<file path="src/rtl/zero_arb_if.sv">
// Request/grant and result bus for the zero-detect arbiter.
// The master side drives requests and acknowledges; the slave side is the arbiter.
interface zero_arb_if #(
  parameter int WIDTH = 8
);
  logic             req0;
  logic             req1;
  logic [WIDTH-1:0] data0;
  logic [WIDTH-1:0] data1;
  logic             gnt0;
  logic             gnt1;
  logic             zero_out;
  logic             id_out;
  logic             valid_out;
  logic             out_ack;
  logic             busy;
  logic [7:0]       zcount;

  modport master (
    output req0, req1, data0, data1, out_ack,
    input  gnt0, gnt1, zero_out, id_out, valid_out, busy, zcount
  );

  modport slave (
    input  req0, req1, data0, data1, out_ack,
    output gnt0, gnt1, zero_out, id_out, valid_out, busy, zcount
  );
endinterface

</file>
<file path="src/rtl/zero_arb.sv">
// Two-requester round-robin arbiter feeding a registered zero detector.
// Defining ZERO_ARB_CNT_EN adds a saturating 8-bit count of zero results on zcount.
//
// state | meaning
// IDLE  | waiting for a request; arbitrates and latches the winner's operand
// EVAL  | grant pulse is out; zero-detect the latched operand
// HOLD  | result valid, held until out_ack
module zero_arb #(
  parameter int WIDTH = 8
) (
  input logic       clk,
  input logic       rst_n,
  zero_arb_if.slave bus
);

  typedef enum logic [1:0] {
    IDLE = 2'd0,
    EVAL = 2'd1,
    HOLD = 2'd2
  } state_t;

  state_t           state_q, state_d;
  logic [WIDTH-1:0] opnd_q, opnd_d;
  logic             win_q, win_d;
  logic             ptr_q, ptr_d;
  logic             gnt0_q, gnt0_d;
  logic             gnt1_q, gnt1_d;
  logic             valid_q, valid_d;
  logic             zero_q, zero_d;
  logic             id_q, id_d;
  logic             busy_q, busy_d;

  logic any_req;
  logic pick;
  logic opnd_zero;
  logic take;

  // ptr_q names the requester favoured when both are asking.
  assign any_req   = bus.req0 | bus.req1;
  assign pick      = (bus.req0 & bus.req1) ? ptr_q : bus.req1;
  assign opnd_zero = ~|opnd_q;
  assign take      = (state_q == IDLE) && any_req;

  always_ff @(posedge clk) begin
    if (!rst_n) begin
      state_q <= IDLE;
    end else begin
      state_q <= state_d;
    end
  end

  always_comb begin
    state_d = state_q;
    case (state_q)
      IDLE:    if (any_req) state_d = EVAL;
      EVAL:    state_d = HOLD;
      HOLD:    if (bus.out_ack) state_d = IDLE;
      default: state_d = IDLE;
    endcase
  end

  always_comb begin
    gnt0_d  = take && !pick;
    gnt1_d  = take && pick;
    valid_d = (state_d == HOLD);
    busy_d  = (state_d != IDLE);
    zero_d  = zero_q;
    id_d    = id_q;
    opnd_d  = opnd_q;
    win_d   = win_q;
    ptr_d   = ptr_q;
    if (take) begin
      opnd_d = pick ? bus.data1 : bus.data0;
      win_d  = pick;
      ptr_d  = ~pick;
    end
    if (state_q == EVAL) begin
      zero_d = opnd_zero;
      id_d   = win_q;
    end
  end

  always_ff @(posedge clk) begin
    if (!rst_n) begin
      opnd_q  <= '0;
      win_q   <= 1'b0;
      ptr_q   <= 1'b0;
      gnt0_q  <= 1'b0;
      gnt1_q  <= 1'b0;
      valid_q <= 1'b0;
      zero_q  <= 1'b0;
      id_q    <= 1'b0;
      busy_q  <= 1'b0;
    end else begin
      opnd_q  <= opnd_d;
      win_q   <= win_d;
      ptr_q   <= ptr_d;
      gnt0_q  <= gnt0_d;
      gnt1_q  <= gnt1_d;
      valid_q <= valid_d;
      zero_q  <= zero_d;
      id_q    <= id_d;
      busy_q  <= busy_d;
    end
  end

  assign bus.gnt0      = gnt0_q;
  assign bus.gnt1      = gnt1_q;
  assign bus.valid_out = valid_q;
  assign bus.zero_out  = zero_q;
  assign bus.id_out    = id_q;
  assign bus.busy      = busy_q;

`ifdef ZERO_ARB_CNT_EN
  logic [7:0] zcnt_q, zcnt_d;

  // Counted on the EVAL->HOLD step so it lines up with valid_out rising.
  always_comb begin
    zcnt_d = zcnt_q;
    if ((state_q == EVAL) && opnd_zero && (zcnt_q != 8'hFF)) begin
      zcnt_d = zcnt_q + 8'd1;
    end
  end

  always_ff @(posedge clk) begin
    if (!rst_n) begin
      zcnt_q <= 8'd0;
    end else begin
      zcnt_q <= zcnt_d;
    end
  end

  assign bus.zcount = zcnt_q;
`else
  assign bus.zcount = 8'd0;
`endif

endmodule

</file>
<file path="src/flat_wrapper.sv">
// flat-port wrapper written by rule: the top's interface ports become plain ports
module zero_arb_flat 
#(
  parameter int WIDTH = 8
)
  (clk, rst_n, bus_req0, bus_req1, bus_data0, bus_data1, bus_out_ack, bus_gnt0, bus_gnt1, bus_zero_out, bus_id_out, bus_valid_out, bus_busy, bus_zcount);
  zero_arb_if #(.WIDTH(WIDTH)) bus_i ();
  input logic clk;
  input logic rst_n;
  input wire logic [$bits(bus_i.req0)-1:0] bus_req0;
  input wire logic [$bits(bus_i.req1)-1:0] bus_req1;
  input wire logic [$bits(bus_i.data0)-1:0] bus_data0;
  input wire logic [$bits(bus_i.data1)-1:0] bus_data1;
  input wire logic [$bits(bus_i.out_ack)-1:0] bus_out_ack;
  output wire logic [$bits(bus_i.gnt0)-1:0] bus_gnt0;
  output wire logic [$bits(bus_i.gnt1)-1:0] bus_gnt1;
  output wire logic [$bits(bus_i.zero_out)-1:0] bus_zero_out;
  output wire logic [$bits(bus_i.id_out)-1:0] bus_id_out;
  output wire logic [$bits(bus_i.valid_out)-1:0] bus_valid_out;
  output wire logic [$bits(bus_i.busy)-1:0] bus_busy;
  output wire logic [$bits(bus_i.zcount)-1:0] bus_zcount;
  assign bus_i.req0 = bus_req0;
  assign bus_i.req1 = bus_req1;
  assign bus_i.data0 = bus_data0;
  assign bus_i.data1 = bus_data1;
  assign bus_i.out_ack = bus_out_ack;
  assign bus_gnt0 = bus_i.gnt0;
  assign bus_gnt1 = bus_i.gnt1;
  assign bus_zero_out = bus_i.zero_out;
  assign bus_id_out = bus_i.id_out;
  assign bus_valid_out = bus_i.valid_out;
  assign bus_busy = bus_i.busy;
  assign bus_zcount = bus_i.zcount;
  zero_arb #(.WIDTH(WIDTH)) u_core (.clk(clk), .rst_n(rst_n), .bus(bus_i));
endmodule
</file>
<file path="config.mk">
export PLATFORM = sky130hd
export DESIGN_NAME = zero_arb_flat
export DESIGN_NICKNAME = d
export VERILOG_FILES = /design/src/rtl/zero_arb_if.sv /design/src/rtl/zero_arb.sv /design/src/flat_wrapper.sv
export SDC_FILE = /design/constraint.sdc
export NUM_CORES = 1
export LEC_CHECK = 0
export CORE_MARGIN = 5
export CORE_UTILIZATION = 40
export CTS_CLUSTER_SIZE = 40
export DETAILED_ROUTE_END_ITERATION = 10
export PLACE_DENSITY = 0.8
export RECOVER_POWER = 25
export SKIP_CTS_REPAIR_TIMING = 1
export SYNTH_ARGS = -nofsm -noshare
export SYNTH_HDL_FRONTEND = slang
export SYNTH_SLANG_ARGS = --single-unit
export TNS_END_PERCENT = 30
</file>
<file path="constraint.sdc">
create_clock -name clk -period 1.8 [get_ports clk]
set_clock_uncertainty 0.1 [all_clocks]
set_input_delay 0.54 -clock clk [delete_from_list [all_inputs] [get_ports clk]]
set_output_delay 0.54 -clock clk [all_outputs]
set_load 0.02 [all_outputs]
</file>
==> impl_metrics.ini <==
[place]
io_buffer_count = 26
place_inst = 135
gp_congestion = 0.7216
placed_area_sq_mm = 0.001070
dp_worst_setup_slack_ns = -0.3180
dp_hpwl_mm = 1.304

[setup_path]
r2r_cells = 4
worstPathCellList = clkdlybuf4s50_1 > a21bo_2 > or4b_1 > a31oi_1
cp_max_fo = 3
end_kind = flop
cp_data_arrival_time_ns = 1.91
r2r_slack_ns = 0.21
crit_type = in -> reg
path_delay_family = simple AND/OR/NAND/NOR gates
crit-reg2reg-launch = u_core.state_q[0]
critPathLaunchType = primary input
worst-path-buf-inv = 1
cp_slowest_cell = or4b_1
crit_path_max_incr_delay_ns = 0.50
worstPathRequired_ns = 1.92
r2r-end = u_core.opnd_q[0]

[synth]
ys_warn_count = 0
postSynth.asyncResetShare_pct = 0
yosys.area.top_type = dfxtp_1
synth_seq_cells = 18
yosysMostFrequentCell = dfxtp_1
synth_cells = 79
dominantRegCellSynth = dfxtp_1
postSynthAreaPerCell_sq_um = 9.820
synthTopCellsByArea = dfxtp_1 46%, a221o_1 9.0%, buf_4 7.7%
synth_edf_count = 0
synthTopCellsByCount = 18 x dfxtp_1, 8 x buf_4, 8 x inv_1
ys_types = 28
syn-cell-area_sq_um = 775.7
netlist.area_leader.share_pct = 46.45
yosysSeqAreaShare_pct = 46.45

[pwr]
clkPwrFrac_pct = 26.6
p_seq_share_pct = 50.4
p_leak_nw = 0.6024
vdd_drop_max_mv = 0.3981
swShare_pct = 27.07
intPower_uw = 673.8
powerDensity_mw_per_mm2 = 804.4
switchingPower_uw = 250.1
p_comb_share_pct = 23.0

[die]
die_area_sq_mm = 0.002920
die_h_um = 54.04
coreArea_sq_mm = 0.001902
die_width_um = 54.04
start_util_pct = 40.79
num_io_pins = 35
num_rows = 16

[drt]
routed_wl_mm = 2.057
vias = 745
drtIter0Drc = 18
routed_via_density = 5.284
ant_nets = 0
detail_route.wl_per_cell_um = 14.59
drc_errors = 0
dr.pass1.iters = 5

[sta]
hold_violations = 0
worst_slack_ns = 0.01029
fmax_mhz = 558.7
drv_slew = 0
rsz0062_at_grt = yes
period_needed_ns = 1.790
fin_crit_sh_pct = 99.43
setup_viol = 0

[global_route]
antenna_found_initial = 0
grt_pass1_wl_mm = 2.490
grt_pass1_vias = 610
grt_max_degree = 11
grt_overflow = 0
track_usage_pct = 11.99

[finish]
synthToLayoutAreaGrowth_pct = 48.06
n_fill_cell = 165
layout-drive-gt1-share_pct = 16.67
nNetsFinal = 136
diodes = 0
post-route-cell-area_sq_mm = 0.001149
finalNonFillerCells = 141

[clocking]
clock-sinks = 18
clk_latency_ns = 0.29
root_buffer = clkbuf_4
path_clk_slew_ns = 0.11
numCtsBuffers = 3
cts_tree = built
clockBufferDepth = 2
htreeDepth = 1

[status]
status = completed

[worst_hold_path]
min_path_cells = 2
hold_start = u_core.bus.zero_out
hold_end = u_core.bus.zero_out
hp-class = reg -> reg

[job]
cap_violations = 0
-- layout make-up --
type | count | area, sq um | area share, %
clock buffer | 4 | 36.28 | 3.159
tap | 27 | 33.78 | 2.941
inverter | 8 | 30.03 | 2.614
multi-input combinational | 50 | 346.6 | 30.17
sequential | 18 | 360.3 | 31.37
timing repair buffer | 34 | 341.6 | 29.74
-- cells by family (layout without fill, tap and decap cells) --
group                  Yosys count  in the layout  share of synthesized area (%)
AOI/OAI and AO/OA               16             17                          18.07
buffers and inverters           19             46                          14.03
DFF                             18             18                          46.45
muxes                            1              1                          1.290
other                            1              8                         0.4834
and+or+nand+nor                 24             24                          19.68
-- metal layers --
metal	share of wire, %	global-route usage, %	vias to the layer above
met4	3.4	8.299	0
met3	8.4	3.601	12
met5	0	0	-
met1	38	13.23	338
li1	-	-	340
met2	51	19.56	55
-- power groups by stage --
stage | combinational, mW | sequential, mW | clock (mW)
2_1_floorplan | 0.114 | 0.476 | 0
3_3_place_gp | 0.198 | 0.468 | 0
3_5_place_dp | 0.201 | 0.469 | 0
4_1_cts | 0.203 | 0.460 | 0.243
5_1_grt | 0.226 | 0.469 | 0.261
6_report | 0.212 | 0.466 | 0.246
-- through the flow --
stage	util (%)	hold WS (ns)	power [mW]	setup TNS, ns
floorplan	-	0.3346	0.5895	0
global placement	56.25	0.3467	0.6654	-3.091
detailed placement	56.25	0.3543	0.6703	-3.233
CTS	58.16	0.3722	0.9062	-0.4566
global route	60.39	0.3989	0.9562	-0.03682
finish	60.39	0.3695	0.9239	0
-- registers in the layout, indices dropped and copies added (netlist names) --
name	flops
u_core.opnd_q	8
u_core.bus.gnt0	1
u_core.bus.zero_out	1
u_core.state_q	2
u_core.win_q	1
u_core.bus.gnt1	1
u_core.bus.valid_out	1
u_core.bus.busy	1
u_core.bus.id_out	1
u_core.ptr_q	1
-- worst max-delay path by stage --
stage / from / depth (start not counted) / endpoint / slack (ns)
floorplan: bus_req0 / 4 / u_core.opnd_q[7] / 0.12
global placement: rst_n / 5 / u_core.opnd_q[2] / -0.29
detailed placement: rst_n / 5 / u_core.opnd_q[2] / -0.32
CTS: u_core.bus.id_out / 1 / bus_id_out / -0.08
global route: bus_req0 / 4 / u_core.opnd_q[7] / -0.03
finish: bus_req0 / 4 / u_core.opnd_q[7] / 0.01
-- worst min-delay path, stage by stage, from the launching register on --
cell,delay (ns)
dfxtp_1,0.32
nand2b_1,0.06
a21oi_1,0.06
-- cells in the final DEF, fill, tap and decap left out --
cell,n
or3b_4,1
nor3_1,7
nor3b_4,1
or2_2,1
a21bo_2,1
dlygate4sd3_1,1
nand3_1,1
a21o_1,1
or4b_1,1
buf_2,1
inv_1,8
nand4b_1,1
o31a_1,1
buf_4,6
mux2i_1,1
o21a_1,2
dfxtp_1,18
buf_6,1
a31oi_1,1
o31a_2,1
a221o_1,7
clkbuf_8,1
conb_1,8
nand2b_1,1
nor3b_1,1
nor2b_1,1
nor4_1,3
dlymetal6s2s_1,8
clkdlybuf4s50_1,17
o31ai_1,1
a21oi_1,1
clkbuf_4,3
nor2b_2,1
nor2_1,4
a21o_2,1
No activity file was read; power rests on OpenSTA's default activity.
